**src/rtl/loop_controller.sv**
```systemverilog
// rtl/loop_controller.sv - fill/compute control FSM driving the datapath strobes.
// Fill writes N a-words then N b-words; compute runs a 10-step sequence per element.
module loop_controller #(
    parameter int N     = 100,
    parameter int IDX_W = 10
) (
    input  logic             clk,
    input  logic             rst,
    input  logic             start,
    input  logic             fill_en,
    input  logic             in_valid,
    output logic             in_ready,
    output logic             busy,
    output logic             done,
    output logic             category,
    output logic [IDX_W-1:0] index,
    output logic [IDX_W-1:0] index_loop,
    output logic             load_a_en,
    output logic             load_b_en,
    output logic             load_c_en,
    output logic             store_ab,
    output logic             store_c_en,
    output logic             mul_en,
    output logic             add_en,
    output logic [1:0]       mul_sel,
    output logic [1:0]       add_sel
);

    typedef enum logic [3:0] {
        S_IDLE,
        S_FILL,
        S_LD_A,
        S_LD_B,
        S_MUL2,
        S_ADD2,
        S_ST_C1,
        S_MUL5,
        S_ADD5,
        S_LD_C,
        S_MULC,
        S_ST_C2,
        S_DONE
    } state_t;

    localparam logic [IDX_W-1:0] LAST = IDX_W'(N - 1);

    state_t           state_q, state_d;
    logic             category_q, category_d;
    logic [IDX_W-1:0] index_q, index_d;
    logic [IDX_W-1:0] index_loop_q, index_loop_d;

    always_ff @(posedge clk) begin
        if (rst) begin
            state_q      <= S_IDLE;
            category_q   <= 1'b0;
            index_q      <= '0;
            index_loop_q <= '0;
        end else begin
            state_q      <= state_d;
            category_q   <= category_d;
            index_q      <= index_d;
            index_loop_q <= index_loop_d;
        end
    end

    always_comb begin
        state_d      = state_q;
        category_d   = category_q;
        index_d      = index_q;
        index_loop_d = index_loop_q;
        case (state_q)
            S_IDLE: begin
                if (start) begin
                    if (fill_en) begin
                        state_d    = S_FILL;
                        category_d = 1'b0;
                        index_d    = '0;
                    end else begin
                        state_d      = S_LD_A;
                        index_loop_d = '0;
                    end
                end
            end
            S_FILL: begin
                if (in_valid) begin
                    if (index_q == LAST) begin
                        index_d = '0;
                        if (!category_q) begin
                            category_d = 1'b1;
                        end else begin
                            category_d   = 1'b0;
                            index_loop_d = '0;
                            state_d      = S_LD_A;
                        end
                    end else begin
                        index_d = index_q + IDX_W'(1);
                    end
                end
            end
            S_LD_A:  state_d = S_LD_B;
            S_LD_B:  state_d = S_MUL2;
            S_MUL2:  state_d = S_ADD2;
            S_ADD2:  state_d = S_ST_C1;
            S_ST_C1: state_d = S_MUL5;
            S_MUL5:  state_d = S_ADD5;
            S_ADD5:  state_d = S_LD_C;
            S_LD_C:  state_d = S_MULC;
            S_MULC:  state_d = S_ST_C2;
            S_ST_C2: begin
                if (index_loop_q < LAST) begin
                    index_loop_d = index_loop_q + IDX_W'(1);
                    state_d      = S_LD_A;
                end else begin
                    state_d = S_DONE;
                end
            end
            S_DONE: begin
                index_loop_d = '0;
                state_d      = S_IDLE;
            end
            default: state_d = S_IDLE;
        endcase
    end

    // Everything but store_ab decodes from registered state; store_ab follows the handshake.
    always_comb begin
        in_ready   = (state_q == S_FILL);
        busy       = (state_q != S_IDLE);
        done       = (state_q == S_DONE);
        category   = category_q;
        index      = index_q;
        index_loop = index_loop_q;
        store_ab   = in_valid & (state_q == S_FILL);
        load_a_en  = 1'b0;
        load_b_en  = 1'b0;
        load_c_en  = 1'b0;
        store_c_en = 1'b0;
        mul_en     = 1'b0;
        add_en     = 1'b0;
        mul_sel    = 2'b00;
        add_sel    = 2'b00;
        case (state_q)
            S_LD_A:  load_a_en = 1'b1;
            S_LD_B:  load_b_en = 1'b1;
            S_MUL2: begin
                mul_en  = 1'b1;
                mul_sel = 2'b01;
            end
            S_ADD2: begin
                add_en  = 1'b1;
                add_sel = 2'b01;
            end
            S_ST_C1: store_c_en = 1'b1;
            S_MUL5: begin
                mul_en  = 1'b1;
                mul_sel = 2'b10;
            end
            S_ADD5: begin
                add_en  = 1'b1;
                add_sel = 2'b10;
            end
            S_LD_C:  load_c_en = 1'b1;
            S_MULC: begin
                mul_en  = 1'b1;
                mul_sel = 2'b11;
            end
            S_ST_C2: begin
                store_c_en = 1'b1;
                mul_sel    = 2'b11;
            end
            default: ;
        endcase
    end

endmodule

```
**config.mk**
```make
export PLATFORM = sky130hd
export DESIGN_NAME = loop_controller
export DESIGN_NICKNAME = d
export VERILOG_FILES = /design/src/rtl/loop_controller.sv
export SDC_FILE = /design/constraint.sdc
export NUM_CORES = 1
export LEC_CHECK = 0
export BUFFER_PORTS_ARGS = -buffer_cell sky130_fd_sc_hd__buf_4
export CORE_ASPECT_RATIO = 0.8
export CORE_MARGIN = 2
export CORE_UTILIZATION = 35
export CTS_CLUSTER_SIZE = 12
export DETAILED_ROUTE_END_ITERATION = 8
export MAX_ROUTING_LAYER = met4
export PLACE_DENSITY = 0.63
export SETUP_SLACK_MARGIN = 0.15
export SYNTH_ARGS = -nofsm -noshare
export SYNTH_HDL_FRONTEND = slang
export SYNTH_SLANG_ARGS = --single-unit
export TNS_END_PERCENT = 100
```
**constraint.sdc**
```tcl
create_clock -name clk -period 1.9 [get_ports clk]
set_input_delay 0.285 -clock clk [delete_from_list [all_inputs] [get_ports clk]]
set_output_delay 0.285 -clock clk [all_outputs]
set_load 0.02 [all_outputs]
```
### Word level (Yosys, flattened, before mapping)

Cells that the tools add are included.
W data, S select, Z words.

* bitwise operators: 1
* reduce and logical (&&, ||, !) cells: 12
* equal/unequal tests: 20
* mux-type cells: 33
* add/subtract/negate cells: 2
* order comparisons: 1

Operators by type and width (number)
* $mux W10: 10
* $pmux W4 S12: 1
* $pmux W10 S4: 1
* $add A10 B1 Y10 const B: 2
* $eq A4 B4 Y1 const B: 5
* $mux W4: 5
* $pmux W10 S2: 1
* $eq A4 B3 Y1 const B: 4
* $mux W1: 11
* $eq A10 B7 Y1 const B: 1
* $lt A10 B7 Y1 const B: 1
* $ne A2 B2 Y1 const B: 5
* $eq A4 B2 Y1 const B: 2
* $reduce_and A4 Y1: 2
* $reduce_bool A4 Y1: 2
* $reduce_and A7 Y1: 1
* $pmux W2 S3: 1
* $reduce_or A2 Y1: 3
* $reduce_and A5 Y1: 1
* $eq A4 B1 Y1 const B: 1
* $logic_not A4 Y1: 1
* $ne A2 B1 Y1 const B: 2
* $pmux W2 S2: 1
* $reduce_or A3 Y1: 1
* other kinds (4): 4

* word-level logic and storage cells: 73
* output and inout bits: 35
* input bits: 5
* bits in registers: 25

### Logic depth before layout (Yosys ltp)

* depth after elaboration: 4
* mapped depth: 7
* gate-level depth less buffers: 6

### Worst setup path before layout

OpenSTA, ideal clock, no wires.

* kind: register to register
* from: register state_q[3]
* to: register index_loop_q[7], in the netlist index_loop[7]
* arrival time: 2017 ps
* slack: -232 ps
* period minus slack after synthesis: 2132 ps
* cell stages (with the launch flop): 7
* path buffers: 1
* data required time: 1785 ps
* setup time: 115 ps
* path through: dfxtp_1 -> clkbuf_1 -> nor4bb_1 -> a311oi_2 -> a211oi_4 -> a21oi_2 -> and2_1

* word-level cells in the longest chain between the ends: 3
* elaborated cells on any way between the ends: 13
* those cells by class: eq/ne: 9; mux: 1; reduce/logical: 3

RTL lines
* start, declared: RTL line 47 `state_t state_q, state_d;`
* start signal, assigned: RTL line 59 `state_q <= state_d;`
* $eq A4 B4 Y1 *
* net done: RTL line 14 `output logic done,`
* $reduce_bool A4 Y1 (no source line)
* $reduce_and A7 Y1 (no source line)
* end signal, assigned: RTL line 62 `index_loop_q <= index_loop_d;`
* end, declared: RTL line 50 `logic [IDX_W-1:0] index_loop_q, index_loop_d;`

Mark *: on every way through the listed nets, which the timed path passes. The rest lies on a longest branch.
A chain may end at the register's enable or synchronous reset.

### Worst setup path in the final report

* from: register index_q[9], in the netlist index[9]
* to: register index_loop_q[8], in the netlist index_loop[8]

* word-level cells in the longest chain between the ends: 3

RTL lines
* start, declared: RTL line 49 `logic [IDX_W-1:0] index_q, index_d;`
* start signal, assigned: RTL line 61 `index_q <= index_d;`
* $eq A10 B7 Y1: RTL line 86 `if (index_q == LAST) begin`
* $ne A2 B1 Y1 (no source line)
* $reduce_and A7 Y1 (no source line)

No other way between the ends.

==> results.cfg <==
[outcome]
outcome = completed

[global_route]
grt_pass1_vias = 1294
antenna_found_initial = 0
grt_max_degree = 17
grtUsageTotal_pct = 17.9
grt_pass1_wl_um = 6110
globalRouteOverflowTotal = 0

[setup_path]
reg2reg_depth = 5
crit_fanout = 4
worstSetupStartpointType = flip-flop
r2r_start = index[9]$_SDFFE_PP0P_
rr_endpoint = index_loop[8]$_SDFFE_PP0P_
reg2reg_slack_ns = 0.03
critPathRequiredTime_ns = 2.08
critPathKind = flip-flop to flip-flop
cp-end-kind = flip-flop
arrival_ns = 2.04

[logic_synthesis]
synth_edf_count = 0
synth.most_common_cell = nor2_1
ys_warn_count = 0
synthTopCellsByCount = nor2_1 (26), dfxtp_1 (25), nand2_1 (11)
synth_seq_area_share_pct = 35.4
synth_area_um2 = 1410
synth-seq-cells = 25
synth.area.top_cells = dfxtp_1 (35%), nor2_1 (6.9%), xor2_1 (6.2%), o21ai_0 (3.2%), and2_1 (3.1%)
synthArstFlopShare_pct = 0
syn-num-nets = 182
synth_top_area_share_pct = 35.4
syn_area_per_cell_um2 = 8.08
synth_cell_types = 46
syn_inst = 175
synth.largest_area_cell = dfxtp_1
synth_ff_type = dfxtp_1

[drt]
postRouteAntennaNets = 0
drt_iter0_markers = 129
viasPerCell = 5.23
num_vias = 1574
totalWireLength_um = 4320
drt_first_pass_iters = 4
drc = 0
post_drt_wl_per_cell_um = 14.3

[floorplanning]
dieArea_um2 = 4570
row_count = 20
fp.dieH_um = 60.8
start_util_pct = 36.9
coreArea_um2 = 3830
die_w_um = 75.1
boundaryPins = 40

[timing]
fin_crit_ns = 1.87
skew_ns = 0.00499
min_period_over_period_pct = 98.2
worstMarginPinSlew_ns = 0.406
finalSetupTns_ns = 0
rsz0062_at_grt = true
setup_viol = 0
finalMaxSlewViolations = 0
final_hold_viol_count = 0
maxSlewHeadroom_pct = 72.7
fmax_ghz = 0.536

[layout]
synthToLayoutAreaGrowth_pct = 67.0
regArea_um2 = 529
multiInputGateArea_um2 = 1050
fillers = 345
fin_nets = 254
n_antenna_cell = 0
fin_area_um2 = 2360
drive_gt1_share_pct = 52.4

[clocking]
clk_pin_slew_ns = 0.09
h-tree-depth = 1
clk_latency_ns = 0.27
cts.root.buffer_cell = clkbuf_8
tritoncts = built
cts_buffers = 3
cts_buffer_depth = 2
cts_sinks = 25

[min_path]
holdCritStartpoint = rst
hp-class = primary input to flip-flop
hold_path_depth = 2
holdPathEnd = index_loop[0]$_SDFFE_PP0P_

[placed_design]
dp_hpwl_um = 2750
place.gp.congestion = 0.866
port_buffers = 39
postPlaceCellArea_um2 = 1900

[power]
p_leak_nw = 0.936
power_density_nw_per_um2 = 713
ir_drop_uv = 357

[flow_run]
max_cap_viol_count = 0
[through the flow]
stage	hold slack, ns	instances	worst slack (ns)	utilization, %	power [mW]
3_3_place_gp	0.479	275	0.0553	49.7	1.02
2_1_floorplan	0.404	175	0.106	-	0.883
3_5_place_dp	0.479	275	0.0431	49.7	1.02
5_1_grt	0.285	301	-0.0109	61.7	1.76
6_report	0.282	301	0.0349	61.7	1.68
4_1_cts	0.275	288	0.0408	54.3	1.47
[report_power, final]
group          total (mW)  switching (mW)  internal (mW)
combinational       0.775           0.366          0.409
clock               0.334           0.180          0.154
sequential          0.574          0.0280          0.546
total                1.68           0.574           1.11
[layout by cell type, fill, tap and decap left out, types with 3 or more instances in the layout]
master,count
dfxtp_4,6
buf_4,62
nand2_2,3
nand3_1,4
clkbuf_8,3
xor2_1,10
nand4_1,7
o21ai_0,3
and2_1,5
nor2_1,25
dfxtp_2,5
dfxtp_1,14
o21ai_2,4
nor3_1,5
a31oi_1,5
buf_6,9
nand2_1,8
[repair_timing]
action / in CTS / in global routing
endpoints found under the setup margin: 30 / 28
hold endpoints to repair: 0 / 0
gates resized for setup: 19 / 47
cloned: 0 / 2
buffers inserted: 9 / 11
pin swaps: 2 / 20
hold buffers: 0 / 0
[layout make-up]
| type | instances | share of cell area [%] |
|---|---|---|
| well taps | 55 | 2.91 |
| clock inverters | 1 | 0.371 |
| clock buffers | 3 | 1.75 |
| multi-input cells | 138 | 44.4 |
| flip-flops and latches | 25 | 22.4 |
| inverters | 3 | 0.583 |
| repair buffers | 76 | 27.6 |
[state kept, by name, indices dropped and copies added, names as in the netlist]
register / cells
index: 10
state_q: 4
category: 1
index_loop: 10
[per-layer routing]
metal | GRT usage, % | vias up | part of all wire (%)
met5 | - | - | 0
li1 | - | 773 | -
met4 | 3.83 | 0 | 0.44
met2 | 24.8 | 52 | 44
met3 | 3.65 | 2 | 5.6
met1 | 26.5 | 747 | 50
[logic make-up after synthesis]
| group | after synthesis | share of synthesized area (%) |
|---|---|---|
| AND/OR/NAND/NOR | 87 | 32.8 |
| AO/OA/AOI/OAI | 33 | 16.8 |
| flip-flops | 25 | 35.4 |
| adder cells (fa/ha/maj) | 2 | 1.77 |
| buffers and inverters | 13 | 3.63 |
| XOR/XNOR | 12 | 7.43 |
| multiplexers | 3 | 2.12 |
[worst max-delay path, stage by stage (launching register included)]
cell	delay [ns]
dfxtp_2	0.34
or3b_4	0.39
or4_4	0.45
a211oi_4	0.32
a21oi_2	0.11
and2_1	0.17
[worst max path at each step]
| stage | start | to | slack (ns) | depth (start not counted) |
|---|---|---|---|---|
| 6_report | index[9]$_SDFFE_PP0P_ | index_loop[8]$_SDFFE_PP0P_ | 0.03 | 5 |
| 5_1_grt | index[9]$_SDFFE_PP0P_ | index_loop[8]$_SDFFE_PP0P_ | -0.01 | 5 |
| 4_1_cts | index[0]$_SDFFE_PP0P_ | index_loop[8]$_SDFFE_PP0P_ | 0.04 | 6 |
| 2_1_floorplan | index[5]$_SDFFE_PP0P_ | index_loop[7]$_SDFFE_PP0P_ | 0.11 | 5 |
| 3_3_place_gp | index[5]$_SDFFE_PP0P_ | index_loop[8]$_SDFFE_PP0P_ | 0.06 | 5 |
| 3_5_place_dp | index[0]$_SDFFE_PP0P_ | index_loop[8]$_SDFFE_PP0P_ | 0.04 | 6 |
(Power assumes the default switching activity.)
